### src/rtl/instruction_fetch_queue.sv
// instruction_fetch_queue
//   Prefetch FIFO between fetch and decode. Each accepted fetch beat stores an
//   instruction word plus its address. The oldest entry is presented to decode
//   through a valid/ready handshake. A taken branch (flush_i) empties the queue
//   on the next edge so no wrong-path instruction reaches decode.
//
// Ports
//   clk_i                 clock, all state changes on the rising edge
//   rst_ni                asynchronous active-low reset
//   fetch_valid_i         fetch beat valid
//   fetch_address_i       address of the fetched instruction
//   fetch_instruction_i   fetched instruction word
//   fetch_ready_o         queue accepts a push (not full)
//   flush_i               branch taken, discard every entry
//   decode_valid_o        head entry valid (not empty)
//   decode_ready_i        decode consumes the head entry
//   decode_instruction_o  head instruction, NOP when empty
//   decode_address_o      head address, 0 when empty
//   count_o               occupied entries, 0..DEPTH
//
// Control view
//   state      | meaning
//   ST_EMPTY   | count == 0, decode_valid low
//   ST_PARTIAL | 0 < count < DEPTH, push and pop both allowed
//   ST_FULL    | count == DEPTH, pushes refused
module instruction_fetch_queue #(
  parameter int unsigned DEPTH = 4,
  parameter int unsigned IW    = 32,
  parameter int unsigned AW    = 32
) (
  input  logic                       clk_i,
  input  logic                       rst_ni,
  input  logic                       fetch_valid_i,
  input  logic [AW-1:0]              fetch_address_i,
  input  logic [IW-1:0]              fetch_instruction_i,
  output logic                       fetch_ready_o,
  input  logic                       flush_i,
  output logic                       decode_valid_o,
  input  logic                       decode_ready_i,
  output logic [IW-1:0]              decode_instruction_o,
  output logic [AW-1:0]              decode_address_o,
  output logic [$clog2(DEPTH+1)-1:0] count_o
);

  localparam int unsigned PW = $clog2(DEPTH);
  localparam int unsigned CW = $clog2(DEPTH + 1);
  localparam logic [CW-1:0] CNT_FULL = CW'(DEPTH);
  localparam logic [CW-1:0] CNT_LAST = CW'(DEPTH - 1);
  localparam logic [CW-1:0] CNT_ONE  = CW'(1);
  localparam logic [IW-1:0] NOP      = IW'(32'h0000_0013);

  typedef enum logic [1:0] {
    ST_EMPTY   = 2'd0,
    ST_PARTIAL = 2'd1,
    ST_FULL    = 2'd2
  } state_e;

  logic [IW-1:0] instr_q [DEPTH];
  logic [AW-1:0] addr_q  [DEPTH];

  logic [PW-1:0] rd_ptr_q, wr_ptr_q;
  logic [CW-1:0] count_q, count_d;
  state_e        state_q;
  logic          push, pop;

  // Ready and valid come straight from the registered state, so there is no
  // combinational path from decode_ready_i to fetch_ready_o.
  assign fetch_ready_o  = (state_q != ST_FULL);
  assign decode_valid_o = (state_q != ST_EMPTY);
  assign count_o        = count_q;

  assign push    = fetch_valid_i & fetch_ready_o & ~flush_i;
  assign pop     = decode_valid_o & decode_ready_i & ~flush_i;
  assign count_d = count_q + CW'(push) - CW'(pop);

  always_ff @(posedge clk_i or negedge rst_ni) begin
    if (!rst_ni) begin
      rd_ptr_q <= '0;
      wr_ptr_q <= '0;
      count_q  <= '0;
      state_q  <= ST_EMPTY;
    end else if (flush_i) begin
      rd_ptr_q <= '0;
      wr_ptr_q <= '0;
      count_q  <= '0;
      state_q  <= ST_EMPTY;
    end else begin
      // Pointers wrap by natural overflow since DEPTH is a power of two.
      if (push) wr_ptr_q <= wr_ptr_q + 1'b1;
      if (pop)  rd_ptr_q <= rd_ptr_q + 1'b1;
      count_q <= count_d;
      unique case (state_q)
        ST_EMPTY: begin
          if (push) state_q <= ST_PARTIAL;
        end
        ST_PARTIAL: begin
          if (push && !pop && count_q == CNT_LAST)      state_q <= ST_FULL;
          else if (pop && !push && count_q == CNT_ONE)  state_q <= ST_EMPTY;
        end
        ST_FULL: begin
          if (pop) state_q <= ST_PARTIAL;
        end
        default: state_q <= ST_EMPTY;
      endcase
    end
  end

  // Storage is never cleared; validity is tracked solely by count/state.
  always_ff @(posedge clk_i) begin
    if (push) begin
      instr_q[wr_ptr_q] <= fetch_instruction_i;
      addr_q[wr_ptr_q]  <= fetch_address_i;
    end
  end

  assign decode_instruction_o = decode_valid_o ? instr_q[rd_ptr_q] : NOP;
  assign decode_address_o     = decode_valid_o ? addr_q[rd_ptr_q]  : '0;

  // Count and state must always agree on full/empty.
  a_full_cnt: assert property (@(posedge clk_i) disable iff (!rst_ni)
    (state_q == ST_FULL) == (count_q == CNT_FULL));

endmodule

### config.mk
export PLATFORM = sky130hd
export DESIGN_NAME = instruction_fetch_queue
export DESIGN_NICKNAME = d
export VERILOG_FILES = /design/src/rtl/instruction_fetch_queue.sv
export SDC_FILE = /design/constraint.sdc
export NUM_CORES = 1
export LEC_CHECK = 0
export ABC_CLOCK_PERIOD_IN_PS = 4250
export CELL_PAD_IN_SITES_DETAIL_PLACEMENT = 0
export CELL_PAD_IN_SITES_GLOBAL_PLACEMENT = 1
export CORE_MARGIN = 4
export CORE_UTILIZATION = 35
export CTS_BUF_LIST = sky130_fd_sc_hd__clkbuf_4 sky130_fd_sc_hd__clkbuf_8
export CTS_CLUSTER_DIAMETER = 200
export DETAILED_ROUTE_END_ITERATION = 8
export GPL_TIMING_DRIVEN = 0
export HOLD_SLACK_MARGIN = 0.05
export PLACE_DENSITY_LB_ADDON = 0.25
export RECOVER_POWER = 50
export SYNTH_ARGS = -nofsm -noshare
export SYNTH_HDL_FRONTEND = slang
export SYNTH_SLANG_ARGS = --single-unit
### constraint.sdc
create_clock -name clk_i -period 4.25 [get_ports clk_i]
set_clock_uncertainty 0.1 [all_clocks]
set_input_delay 0.425 -clock clk_i [delete_from_list [all_inputs] [get_ports clk_i]]
set_output_delay 0.425 -clock clk_i [all_outputs]
set_load 0.005 [all_outputs]
==> impl_summary.log <==
INFO  metric clkLatencyLatePin = 540 ps
INFO  metric h-tree-depth = 2
INFO  metric clkPwrFrac = 37.1%
INFO  metric crit_buf_inv = 2
INFO  metric drt.antenna.violating_nets = 0
INFO  metric synth-edff-count = 256
INFO  metric post_dp_cell_area = about 12000 µm²
INFO  metric nets = 728
INFO  metric worstSetupEndpointType = register
INFO  metric synth_top_area_cell = sky130_fd_sc_hd__edfxtp_1
INFO  metric synth_sequential_area_ratio = 77.31%
INFO  metric type_of_element_launching_the_critical_path = register
INFO  metric max_freq = a little under 0.3 GHz
INFO  metric share_of_total_power_consumed_by_net_switching = 21.37%
INFO  metric detail_route.wirelength = between 20 and 25 mm
INFO  metric ys_types = 27
INFO  metric tritoncts_clock_tree = done
INFO  metric critical_path_peak_fanout = 33
INFO  metric reported_leakage_power = around 4.2 nW
INFO  metric outcome = finished with violations
INFO  metric final.min_clock_period = between 3000 and 4000 ps
INFO  metric slowest_delay = between 1000 and 1500 ps
INFO  metric floorplan.initialDensity = between 30% and 40%
INFO  metric rsz_0062_raised_after_global_routing = false
INFO  metric critical_path_class = reg2reg
INFO  metric port_buffers = roughly 140
INFO  metric worstHoldPathType = in2async
INFO  metric netlist_area_before_placement = 10230 µm²
INFO  metric post_drt_wl_per_cell = 19.17 µm
INFO  metric post-route-period-util = around four fifths
INFO  metric ys_warns = 0
INFO  metric floorplan.die_area = around 32000 µm²
INFO  metric netlist_top_cells_area = sky130_fd_sc_hd__edfxtp_1 75%, sky130_fd_sc_hd__mux4_2 14%, sky130_fd_sc_hd__and2_1 4.0%
INFO  metric grt_pass1_wl = roughly 32 mm
INFO  metric mappedNetlistNets = ~540
INFO  metric comb_power_share = approximately 8.1%
INFO  metric max-cap-violations = 4
INFO  metric crit_path_cell_trace = nor2b_1, or3_1, inv_1, and2_1, buf_12
INFO  metric yosysTopAreaCellShare = between 70% and 80%
INFO  metric power_report.internal_total = ~4.2 mW
INFO  metric critical-path-top-delay-family = simple AND/OR/NAND/NOR gates
INFO  metric dr_total_vias = 5059
INFO  metric numCtsBuffers = 43
INFO  metric synth-main-ff-cell = sky130_fd_sc_hd__edfxtp_1
INFO  metric slew_viol_final = around 110
INFO  metric crit_arrival = roughly 3500 ps
INFO  metric dieHeight = 179.0 µm
INFO  metric worst_setup_hold_path_clk_slew = around 70 ps
INFO  metric core.rowCount = 62
INFO  metric synthCells = approximately 470
INFO  metric preCtsSetupSlack = between 1000 and 1500 ps
INFO  metric post_drt_via_cell_ratio = about 4.7
INFO  metric power_switching = about 1.2 mW
INFO  metric synthTopCellsByCount = 256 x sky130_fd_sc_hd__edfxtp_1, 65 x sky130_fd_sc_hd__and2_1, 64 x sky130_fd_sc_hd__mux4_2, 9 x sky130_fd_sc_hd__dfrtp_1
INFO  metric drc_errors_left = 0
INFO  metric utilization = between 40 and 50%
INFO  metric yosysMostFrequentCell = sky130_fd_sc_hd__edfxtp_1
INFO  metric core_area = ~29000 µm²
INFO  metric total_count_of_hold_check_failures_in_the_final_report = 0
INFO  metric die_x = around 180 µm
INFO  metric seq_power_share = between 50% and 60%
INFO  metric first_global_vias = around 5600
INFO  metric slowest_stage = sky130_fd_sc_hd__and2_1
INFO  metric setup_viol_count_final = 0
INFO  metric place.detailed.hpwl = between 10 and 15 mm
INFO  metric ioPinCount = about 140
INFO  metric postSynth.asyncResetShare = about 3.4%
INFO  metric place_congestion = 0.7642
INFO  metric groute.usage.overall = 12.92%
INFO  metric required = about 4400 ps
INFO  metric postCtsSetupBuffers = 0
INFO  metric cts.sinks = 265
INFO  metric final.setup.worst_slack = 892.5 ps
INFO  metric worstMarginPinSlew = between 1500 and 2000 ps
INFO  metric postSynthAreaPerCell = around 22 µm²
INFO  metric final_cell_area = ~13000 µm²
INFO  metric drt-initial-drc-count = around 270
INFO  metric n_fill_cell = 2502
INFO  metric area_overhead_vs_synth = 26.70%
INFO  metric grt_start_max_net_pins = between 40 and 50
INFO  metric grt_remaining_overflow = 0
INFO  metric first_pass_iteration_count_of_the_detailed_router = 4
INFO  metric ctsResizeCount = 0
INFO  metric peakVddDrop = approximately 0.23 mV
INFO  metric grt_antenna_before_repair = 1
INFO  metric cts_max_path_buffers = 3
INFO  metric postCtsHoldBufs = 0
INFO  metric postSynthRegisterBits = roughly 270
INFO  metric root_buffer = sky130_fd_sc_hd__clkbuf_8
INFO  metric violations = max-capacitance violations, max-slew violations
INFO  metric total_power_consumption = between 5 and 6 mW
INFO  metric power_density = between 400 and 500 nW/µm²
INFO  metric max-slew-margin-rel = -25.36%
INFO  metric post_route_cells_drive_above_1_share = around a fifth
-- cells in the final DEF (no fill, tap or decap), types with 2 or more instances in the layout --
master | netlist | routed
sky130_fd_sc_hd__edfxtp_1 | 256 | 256
sky130_fd_sc_hd__clkdlybuf4s50_1 | 0 | 69
sky130_fd_sc_hd__dlygate4sd3_1 | 0 | 68
sky130_fd_sc_hd__mux4_2 | 64 | 64
sky130_fd_sc_hd__and2_1 | 65 | 64
sky130_fd_sc_hd__clkbuf_8 | 0 | 44
sky130_fd_sc_hd__clkinv_1 | 0 | 13
sky130_fd_sc_hd__clkbuf_4 | 0 | 10
sky130_fd_sc_hd__inv_1 | 8 | 9
sky130_fd_sc_hd__dfrtp_1 | 9 | 9
sky130_fd_sc_hd__nor2_1 | 8 | 8
sky130_fd_sc_hd__clkbuf_1 | 8 | 8
sky130_fd_sc_hd__ha_1 | 7 | 7
sky130_fd_sc_hd__buf_2 | 6 | 6
sky130_fd_sc_hd__clkinv_2 | 0 | 6
sky130_fd_sc_hd__buf_6 | 5 | 5
sky130_fd_sc_hd__or2_1 | 3 | 3
sky130_fd_sc_hd__o21ai_0 | 3 | 3
sky130_fd_sc_hd__xor2_1 | 3 | 3
sky130_fd_sc_hd__nand3b_1 | 3 | 3
sky130_fd_sc_hd__nor2b_1 | 2 | 2
sky130_fd_sc_hd__buf_4 | 2 | 2
sky130_fd_sc_hd__nand3_1 | 2 | 2
sky130_fd_sc_hd__a21oi_1 | 2 | 2
sky130_fd_sc_hd__clkinvlp_4 | 0 | 2
sky130_fd_sc_hd__buf_16 | 0 | 2
sky130_fd_sc_hd__buf_12 | 0 | 2
-- cell families after synthesis --
logic type / synth area share (%)
compound gates: 0.4890
simple gates: 5.012
xor+xnor: 0.3424
flops: 77.31
buf+inv: 1.614
fa+ha+maj: 1.051
mux: 14.18
-- through the flow --
stage	instances	TNS [ps]	hold slack [ps]
floorplan	465	0	29.41
global placement	986	-185980	427.6
detailed placement	990	0	466.9
CTS	1066	0	84.41
global route	1066	0	163.3
finish	1067	0	179.7
-- metal layers --
layer / global-route usage, % / wire [µm] / share of wire [%] / vias to the layer above
met4: 3.550 / 355 / 1.7 / 2
met1: 16.99 / 8780 / 43 / 2617
met2: 21.39 / 10080 / 49 / 149
li1: - / - / - / 2255
met5: 0 / 7 / 0.034 / -
met3: 3.374 / 1228 / 6.0 / 36
-- worst paths after layout --
kind                             from  slack [ps]  cells after the start        endpoint
max reg2reg                state_q[1]         890                      5  instr_q[2][10]
max in group asynchronous      rst_ni        3530                      1     wr_ptr_q[0]
min                            rst_ni         180                      1      state_q[1]
max                        state_q[1]         890                      5  instr_q[2][10]
min reg2reg                state_q[1]         480                      1      state_q[0]
min in group clk_i         state_q[1]         480                      1      state_q[0]
-- cell type report --
type                            instances  area, µm²  area share, %
Antenna cell                            1      2.502        0.01930
Buffer                                 21      131.4          1.013
Clock buffer                           54      680.7          5.249
Clock inverter                         22      102.6         0.7912
Inverter                                9      33.78         0.2605
Multi-Input combinational cell        170       2157          16.63
Sequential cell                       265       7913          61.02
Tap cell                              384      480.5          3.705
Timing Repair Buffer                  141       1466          11.31
-- registers in the layout (all words and copies together), names as in the netlist --
name and flops:
addr_q 128, instr_q 128, count_o 3, rd_ptr_q 2, state_q 2, wr_ptr_q 2
-- power groups by stage --
stage,clock network (mW),logic [mW],registers [mW]
floorplan,0,0.212,3.01
global placement,0,0.447,3.01
detailed placement,0,0.463,3.01
CTS,2.07,0.466,2.95
global route,2.21,0.479,2.96
finish,2.00,0.435,2.95
(Power assumes the default switching activity.)
